## config.mk

```make
export PLATFORM = sky130hd
export DESIGN_NAME = w5300_bus_arbiter_flat
export DESIGN_NICKNAME = d
export VERILOG_FILES = /design/src/rtl/w5300_bus_arbiter_pkg.sv /design/src/rtl/w5300_bus_arbiter_if.sv /design/src/rtl/w5300_rr_pick.sv /design/src/rtl/w5300_bus_arbiter.sv /design/src/flat_wrapper.sv
export SDC_FILE = /design/constraint.sdc
export NUM_CORES = 1
export LEC_CHECK = 0
export BUFFER_PORTS_ARGS = -buffer_cell sky130_fd_sc_hd__buf_2
export CAP_MARGIN = 20
export CORE_MARGIN = 3
export CORE_UTILIZATION = 48
export CTS_BUF_LIST = sky130_fd_sc_hd__clkbuf_8
export CTS_CLUSTER_SIZE = 30
export DETAILED_ROUTE_END_ITERATION = 16
export PLACE_DENSITY = 0.79
export SYNTH_ARGS = -nofsm -noshare
export SYNTH_HDL_FRONTEND = slang
export SYNTH_SLANG_ARGS = --single-unit
export TNS_END_PERCENT = 100
```

## constraint.sdc

```tcl
create_clock -name clk -period 5.35 [get_ports clk]
set_clock_uncertainty 0.15 [all_clocks]
set_input_delay 0.535 -clock clk [delete_from_list [all_inputs] [get_ports clk]]
set_output_delay 0.535 -clock clk [all_outputs]
set_load 0.01 [all_outputs]
```

## src/rtl/w5300_bus_arbiter_pkg.sv

```systemverilog
// Shared types, constants and helpers for the W5300 host-bus arbiter.
package w5300_bus_arbiter_pkg;

  localparam int unsigned ACCESS_W   = 11;
  localparam int unsigned BUS_WR_BIT = 10;
  localparam int unsigned DATA_W     = 16;
  localparam int unsigned MAX_REQ    = 8;
  localparam int unsigned IDX_W      = 3;

  typedef enum logic [1:0] {
    ST_IDLE  = 2'd0,
    ST_ISSUE = 2'd1,
    ST_WAIT  = 2'd2
  } arb_state_e;

  // Access word plus write data as latched toward the bus driver.
  typedef struct packed {
    logic [ACCESS_W-1:0] addr;
    logic [DATA_W-1:0]   wr_data;
  } bus_req_t;

  // Index of the first set bit of vec after last, wrapping modulo n.
  // Scanning from the far end lets the nearest candidate overwrite the others.
  function automatic logic [IDX_W-1:0] rr_next(input logic [IDX_W-1:0]   last,
                                               input logic [MAX_REQ-1:0] vec,
                                               input int unsigned        n);
    logic [IDX_W-1:0] pick;
    int unsigned      idx;
    pick = last;
    for (int unsigned k = n; k >= 1; k--) begin
      idx = (32'(last) + k) % n;
      if (vec[IDX_W'(idx)]) pick = IDX_W'(idx);
    end
    return pick;
  endfunction

endpackage

```

## src/rtl/w5300_bus_arbiter_if.sv

```systemverilog
// Requester/driver signal bundle around the W5300 bus arbiter.
interface w5300_bus_arbiter_if
  import w5300_bus_arbiter_pkg::*;
#(
  parameter int unsigned NUM_REQ = 3
);
  logic [NUM_REQ-1:0]          req;
  logic [NUM_REQ-1:0]          lock;
  logic [NUM_REQ*ACCESS_W-1:0] req_addr;
  logic [NUM_REQ*DATA_W-1:0]   req_wr_data;
  logic [NUM_REQ-1:0]          grant;
  logic [NUM_REQ-1:0]          op_done;
  logic                        op_err;
  logic [DATA_W-1:0]           rd_data;
  logic                        bus_start;
  logic [ACCESS_W-1:0]         bus_addr;
  logic [DATA_W-1:0]           bus_wr_data;
  logic                        bus_done;
  logic [DATA_W-1:0]           bus_rd_data;
  logic                        bus_abort;

  modport master (
    input  req, lock, req_addr, req_wr_data, bus_done, bus_rd_data,
    output grant, op_done, op_err, rd_data, bus_start, bus_addr, bus_wr_data, bus_abort
  );

  modport slave (
    output req, lock, req_addr, req_wr_data, bus_done, bus_rd_data,
    input  grant, op_done, op_err, rd_data, bus_start, bus_addr, bus_wr_data, bus_abort
  );
endinterface

```

## src/rtl/w5300_rr_pick.sv

```systemverilog
// Combinational round-robin picker: first asserted request after last.
module w5300_rr_pick
  import w5300_bus_arbiter_pkg::*;
#(
  parameter int unsigned NUM_REQ = 3
) (
  input  logic [NUM_REQ-1:0] req,
  input  logic [IDX_W-1:0]   last,
  output logic [NUM_REQ-1:0] win_oh_c,
  output logic [IDX_W-1:0]   win_idx_c,
  output logic               valid_c
);

  // Winner index and one-hot; one-hot is zero when nobody requests.
  always_comb begin
    valid_c   = |req;
    win_idx_c = rr_next(last, MAX_REQ'(req), NUM_REQ);
    win_oh_c  = valid_c ? (NUM_REQ'(1) << win_idx_c) : '0;
  end

endmodule

```

## src/rtl/w5300_bus_arbiter.sv

```systemverilog
// Round-robin arbiter sharing the W5300 host-bus driver, with bus lock and watchdog.
module w5300_bus_arbiter
  import w5300_bus_arbiter_pkg::*;
#(
  parameter int unsigned NUM_REQ        = 3,
  parameter int unsigned TIMEOUT_CYCLES = 1024,
  parameter int unsigned TO_W           = 16
) (
  input  logic                clk,
  input  logic                rst_n,
  w5300_bus_arbiter_if.master arb_if,
  output logic [TO_W-1:0]     err_cnt
);

  localparam logic [TO_W-1:0] WD_LAST = TO_W'(TIMEOUT_CYCLES - 1);

  arb_state_e         state, state_d;
  logic [IDX_W-1:0]   last_owner, last_owner_d;
  logic [TO_W-1:0]    wd_cnt, wd_cnt_d;
  logic [TO_W-1:0]    err_cnt_d;
  logic [NUM_REQ-1:0] grant_q, grant_d;
  logic [NUM_REQ-1:0] op_done_q, op_done_d;
  logic               op_err_q, op_err_d;
  logic               bus_start_q, bus_start_d;
  logic               bus_abort_q, bus_abort_d;
  logic [DATA_W-1:0]  rd_data_q, rd_data_d;
  bus_req_t           bus_req_q, bus_req_d;

  logic [NUM_REQ-1:0] owner_oh_c;
  logic               lock_hold_c;
  logic [NUM_REQ-1:0] eligible_c;
  logic [NUM_REQ-1:0] win_oh_c;
  logic [IDX_W-1:0]   win_idx_c;
  logic               win_valid_c;
  bus_req_t           win_req_c;

  // A held lock restricts eligibility to the previous owner alone.
  always_comb begin
    owner_oh_c  = NUM_REQ'(1) << last_owner;
    lock_hold_c = |(arb_if.lock & owner_oh_c);
    eligible_c  = lock_hold_c ? (arb_if.req & owner_oh_c) : arb_if.req;
  end

  w5300_rr_pick #(
    .NUM_REQ (NUM_REQ)
  ) u_pick (
    .req       (eligible_c),
    .last      (last_owner),
    .win_oh_c  (win_oh_c),
    .win_idx_c (win_idx_c),
    .valid_c   (win_valid_c)
  );

  // Select the winner's access word and write data.
  always_comb begin
    win_req_c = '0;
    for (int unsigned i = 0; i < NUM_REQ; i++) begin
      if (win_oh_c[i]) begin
        win_req_c.addr    = arb_if.req_addr[ACCESS_W*i +: ACCESS_W];
        win_req_c.wr_data = arb_if.req_wr_data[DATA_W*i +: DATA_W];
      end
    end
  end

  // Next-state and next-output logic; pulses default low every cycle.
  always_comb begin
    state_d      = state;
    last_owner_d = last_owner;
    wd_cnt_d     = wd_cnt;
    err_cnt_d    = err_cnt;
    grant_d      = grant_q;
    op_done_d    = '0;
    op_err_d     = 1'b0;
    bus_start_d  = 1'b0;
    bus_abort_d  = 1'b0;
    rd_data_d    = rd_data_q;
    bus_req_d    = bus_req_q;
    unique case (state)
      ST_IDLE: begin
        if (win_valid_c) begin
          state_d      = ST_ISSUE;
          grant_d      = win_oh_c;
          bus_req_d    = win_req_c;
          last_owner_d = win_idx_c;
          bus_start_d  = 1'b1;
        end
      end
      ST_ISSUE: begin
        state_d  = ST_WAIT;
        wd_cnt_d = '0;
      end
      ST_WAIT: begin
        if (arb_if.bus_done) begin
          rd_data_d = arb_if.bus_rd_data;
          op_done_d = grant_q;
          grant_d   = '0;
          state_d   = ST_IDLE;
        end else if (wd_cnt == WD_LAST) begin
          bus_abort_d = 1'b1;
          op_done_d   = grant_q;
          op_err_d    = 1'b1;
          err_cnt_d   = (&err_cnt) ? err_cnt : err_cnt + TO_W'(1);
          grant_d     = '0;
          state_d     = ST_IDLE;
        end else begin
          wd_cnt_d = wd_cnt + TO_W'(1);
        end
      end
      default: begin
        state_d = ST_IDLE;
        grant_d = '0;
      end
    endcase
  end

  // State and registered outputs.
  always_ff @(posedge clk or negedge rst_n) begin
    if (!rst_n) begin
      state       <= ST_IDLE;
      last_owner  <= IDX_W'(NUM_REQ - 1);
      wd_cnt      <= '0;
      err_cnt     <= '0;
      grant_q     <= '0;
      op_done_q   <= '0;
      op_err_q    <= 1'b0;
      bus_start_q <= 1'b0;
      bus_abort_q <= 1'b0;
      rd_data_q   <= '0;
      bus_req_q   <= '0;
    end else begin
      state       <= state_d;
      last_owner  <= last_owner_d;
      wd_cnt      <= wd_cnt_d;
      err_cnt     <= err_cnt_d;
      grant_q     <= grant_d;
      op_done_q   <= op_done_d;
      op_err_q    <= op_err_d;
      bus_start_q <= bus_start_d;
      bus_abort_q <= bus_abort_d;
      rd_data_q   <= rd_data_d;
      bus_req_q   <= bus_req_d;
    end
  end

  assign arb_if.grant       = grant_q;
  assign arb_if.op_done     = op_done_q;
  assign arb_if.op_err      = op_err_q;
  assign arb_if.rd_data     = rd_data_q;
  assign arb_if.bus_start   = bus_start_q;
  assign arb_if.bus_addr    = bus_req_q.addr;
  assign arb_if.bus_wr_data = bus_req_q.wr_data;
  assign arb_if.bus_abort   = bus_abort_q;

endmodule
```

## src/flat_wrapper.sv

```systemverilog
// flat-port wrapper written by rule: the top's interface ports become plain ports
module w5300_bus_arbiter_flat import w5300_bus_arbiter_pkg::*;
#(
  parameter int unsigned NUM_REQ        = 3,
  parameter int unsigned TIMEOUT_CYCLES = 1024,
  parameter int unsigned TO_W           = 16
)
  (clk, rst_n, err_cnt, arb_if_req, arb_if_lock, arb_if_req_addr, arb_if_req_wr_data, arb_if_bus_done, arb_if_bus_rd_data, arb_if_grant, arb_if_op_done, arb_if_op_err, arb_if_rd_data, arb_if_bus_start, arb_if_bus_addr, arb_if_bus_wr_data, arb_if_bus_abort);
  w5300_bus_arbiter_if #(.NUM_REQ(NUM_REQ)) arb_if_i ();
  input  logic clk;
  input  logic rst_n;
  output logic [TO_W-1:0] err_cnt;
  input wire logic [$bits(arb_if_i.req)-1:0] arb_if_req;
  input wire logic [$bits(arb_if_i.lock)-1:0] arb_if_lock;
  input wire logic [$bits(arb_if_i.req_addr)-1:0] arb_if_req_addr;
  input wire logic [$bits(arb_if_i.req_wr_data)-1:0] arb_if_req_wr_data;
  input wire logic [$bits(arb_if_i.bus_done)-1:0] arb_if_bus_done;
  input wire logic [$bits(arb_if_i.bus_rd_data)-1:0] arb_if_bus_rd_data;
  output wire logic [$bits(arb_if_i.grant)-1:0] arb_if_grant;
  output wire logic [$bits(arb_if_i.op_done)-1:0] arb_if_op_done;
  output wire logic [$bits(arb_if_i.op_err)-1:0] arb_if_op_err;
  output wire logic [$bits(arb_if_i.rd_data)-1:0] arb_if_rd_data;
  output wire logic [$bits(arb_if_i.bus_start)-1:0] arb_if_bus_start;
  output wire logic [$bits(arb_if_i.bus_addr)-1:0] arb_if_bus_addr;
  output wire logic [$bits(arb_if_i.bus_wr_data)-1:0] arb_if_bus_wr_data;
  output wire logic [$bits(arb_if_i.bus_abort)-1:0] arb_if_bus_abort;
  assign arb_if_i.req = arb_if_req;
  assign arb_if_i.lock = arb_if_lock;
  assign arb_if_i.req_addr = arb_if_req_addr;
  assign arb_if_i.req_wr_data = arb_if_req_wr_data;
  assign arb_if_i.bus_done = arb_if_bus_done;
  assign arb_if_i.bus_rd_data = arb_if_bus_rd_data;
  assign arb_if_grant = arb_if_i.grant;
  assign arb_if_op_done = arb_if_i.op_done;
  assign arb_if_op_err = arb_if_i.op_err;
  assign arb_if_rd_data = arb_if_i.rd_data;
  assign arb_if_bus_start = arb_if_i.bus_start;
  assign arb_if_bus_addr = arb_if_i.bus_addr;
  assign arb_if_bus_wr_data = arb_if_i.bus_wr_data;
  assign arb_if_bus_abort = arb_if_i.bus_abort;
  w5300_bus_arbiter #(.NUM_REQ(NUM_REQ), .TIMEOUT_CYCLES(TIMEOUT_CYCLES), .TO_W(TO_W)) u_core (.clk(clk), .rst_n(rst_n), .arb_if(arb_if_i), .err_cnt(err_cnt));
endmodule
```

==> results.txt <==
Status: completed
CP Data Arrival Time: 5.13 ns
Tmin final: 5.03 ns
Simple-gate share of the synthesized area: 14.4%
GR Overflow Total: 0
Mux contribution to synthesized area: 9.94%
Fill cells: 891
Final wirelength: 13800 um
Detail Route Antenna Nets: 0
GP Congestion: 0.892
HP Start: arb_if_bus_rd_data[14]
Placed cell count: 830
Ant. Diodes: 0
Worst Path Required: 5.45 ns
Vias per inst: 5.51
Top_reg_cell synth: dfrtp_1
Clk slew on worst S/H paths: 0.10 ns
Compound-gate portion of the synthesized area: 17.6%
Largest net degree at the start of global routing: 89
Syn Std Cell Area: 5380 um^2
Syn nets: 657
Total CTS buffers: 9
Multi-input gate area: 2920 um^2
CP startpoint: u_core.last_owner[1]$_DFFE_PN1P_
Adder-cell share of the synthesized area: 5.35%
Die area: 12500 um^2
CP Capture Type: register
Max-slew headroom: 35.0%
Clk sinks: 88
Wire length on met2: 7070 um
Root Buffer: clkbuf_8
Crit path launch type: register
NumNets Final: 836
Slew at the pin with the worst max-slew slack: 0.972 ns
Initial antenna violation count: 0
Hold Vio Cnt, Final: 0
Final setup violation count: 0
Peak VDD IR: 0.682 mV
DIE HEIGHT: 112 um
Uppermost layer routed: met4
Distinct cells, synth: 64
Top Ports: 174
DRT Pass-1 Iters: 6
Post-DP HPWL: 10700 um
DRC viols: 0
Commonest non-fill, non-tap cell in the layout: buf_2
Worst-path fanout max: 21
Reg area: 2200 um^2
Synthesis-stage register bit count: 88
Gate Count Post-Synth: 528
Clock tree buffer depth: 2
TritonCTS clock tree: done
Vias in the first global route: 4905
Routed WL per cell: 16.2 um
Sequential area share after synthesis: 41.0%
Layout Utilization: 61.4%
Synth async-reset ratio: 100%
Finished Layout Cells: 852
Post-synth EDFFs: 0
Layout cell share with drive strength beyond 1: 36.7%
Lkg Pwr: 3.41 nW
Layout area overhead: 24.3%
Met3 wire len: 790 um
DRT iter0 DRCs: 302
Rows: 38
Fin. max-slew vios: 0
Highest Clock Rate: 0.199 GHz
Clock latency on the worst-skew pair: 0.34 ns
Total core area: 10900 um^2
Commonest non-fill, non-tap cells in the layout: buf_2 (172), dfrtp_1 (86), nand2_1 (57)
Xor/xnor cell area share of the yosys netlist: 6.47%
Max-Cap Viols: 0
RSZ-0062 raised after global routing: false
Met1 WL: 5870 um
Post-Route Setup TNS: 0 ns
Critical path class: register to register
Via count: 4697
Wire length of the first global-routing pass: 23100 um
Mapped Avg Cell Area: 10.2 um^2
Largest family of logic cells by synthesized area: compound AO/OA/AOI/OAI gates
Total Routing Usage GR: 22.0%
Worst r2r src: u_core.last_owner[1]$_DFFE_PN1P_
Final Cycle Share: 94.1%
Chip width: 112 um
Pwr dens: 829 nW/um^2
Starting Density: 49.4%
Hold Slack: 0.269 ns
Tightest Hold Check Type: input pin to register
Power, Total: 5.54 mW
Synth Warn #: 0
H-tree levels: 3
# port buffers: 173
[worst max-delay path, cell delays in order, from the launching register on]
cell and delay, ns:
dfstp_2 0.63, ha_1 0.28, xnor2_2 0.20, a21oi_1 0.13, ha_1 0.24, ha_1 0.25
o21bai_1 0.19, a21oi_1 0.23, xnor2_1 0.16, ha_2 0.27, nor2_1 0.10, a32oi_1 0.29
nor3_1 0.07, a311o_1 0.40, nor2_4 0.20, a311o_1 0.14, o31ai_1 0.13, or3b_1 0.47
buf_12 0.20, o221ai_1 0.20
[worst paths after layout]
| path | to | slack [ns] | cells past startpoint |
|---|---|---|---|
| min reg2reg | u_core.arb_if.bus_addr[6]$_DFFE_PN0P_ | 0.34 | 2 |
| min in group asynchronous | u_core.wd_cnt[3]$_DFFE_PN0P_ | 0.43 | 2 |
| max reg2reg | u_core.arb_if.bus_addr[8]$_DFFE_PN0P_ | 0.32 | 19 |
| min | u_core.arb_if.rd_data[14]$_DFFE_PN0P_ | 0.27 | 2 |
| max | u_core.arb_if.bus_addr[8]$_DFFE_PN0P_ | 0.32 | 19 |
| max in group asynchronous | u_core.last_owner[1]$_DFFE_PN1P_ | 3.98 | 3 |
[metrics by stage]
step / worst slack, ns / area (um^2)
floorplan: 0.354 / 5380
global placement: 0.473 / 6400
detailed placement: 0.139 / 6400
CTS: 0.145 / 6590
global route: 0.00141 / 6680
finish: 0.315 / 6680
[state kept, by name (all words and copies together) (netlist names)]
signal and cells:
u_core.arb_if.bus_addr 11, u_core.arb_if.bus_start 1, u_core.arb_if.bus_wr_data 16, u_core.arb_if.grant 3, u_core.arb_if.op_done 3, u_core.arb_if.op_err 1
u_core.arb_if.rd_data 16, u_core.err_cnt 16, u_core.last_owner 3, u_core.state 2, u_core.wd_cnt 16
[area by class of cell]
class,count,share of cell area (%)
clock buffers,10,2.06
clock inverters,6,0.655
inverters,43,2.41
multi-input cells,376,43.7
flip-flops and latches,88,33.0
well taps,140,2.62
repair buffers,189,15.6
[logic make-up (layout without fill, tap and decap cells)]
kind of cell / after synthesis / in the layout
simple gates: 161 / 161
compound gates: 103 / 103
flops: 88 / 88
buf+inv: 64 / 248
mux: 51 / 51
xor+xnor: 38 / 38
fa+ha+maj: 23 / 23
[synthesized netlist by cell type, types with 6 or more instances]
cell type | instances | area (um^2)
mux2_2 | 19 | 214
nand3_1 | 17 | 85.1
dfrtp_1 | 87 | 2180
xnor2_1 | 20 | 175
nand4_1 | 6 | 37.5
o221ai_1 | 8 | 70.1
nor2_1 | 36 | 135
mux2i_1 | 32 | 320
and3_1 | 7 | 43.8
nand2_1 | 57 | 214
nor3_1 | 8 | 40.0
ha_1 | 23 | 288
a21oi_1 | 11 | 55.1
nor2b_1 | 7 | 43.8
nand2b_1 | 6 | 37.5
xor2_1 | 16 | 140
buf_2 | 6 | 30.0
clkbuf_1 | 9 | 33.8
o21ai_0 | 15 | 75.1
inv_1 | 43 | 161
o221ai_2 | 19 | 285
[power breakdown]
part | switching (mW) | leakage (nW) | internal [mW]
Combinational | 2.32 | 2.17 | 1.79
Sequential | 0.125 | 1.15 | 0.888
Clock | 0.240 | 0.0867 | 0.183
Total | 2.68 | 3.41 | 2.86
[what timing repair did]
action                                  CTS  global route
hold endpoints to repair                  0            12
hold buffers                              0             1
setup buffers                             0             4
gates resized for setup                   0             7
endpoints found under the setup margin    0            29
[layer usage]
layer / track usage [%] / vias up
li1: - / 2235
met1: 28.7 / 2269
met2: 38.0 / 181
met3: 4.24 / 12
met4: 4.79 / 0
met5: 0 / -
Power figures use the tool's default switching activity.
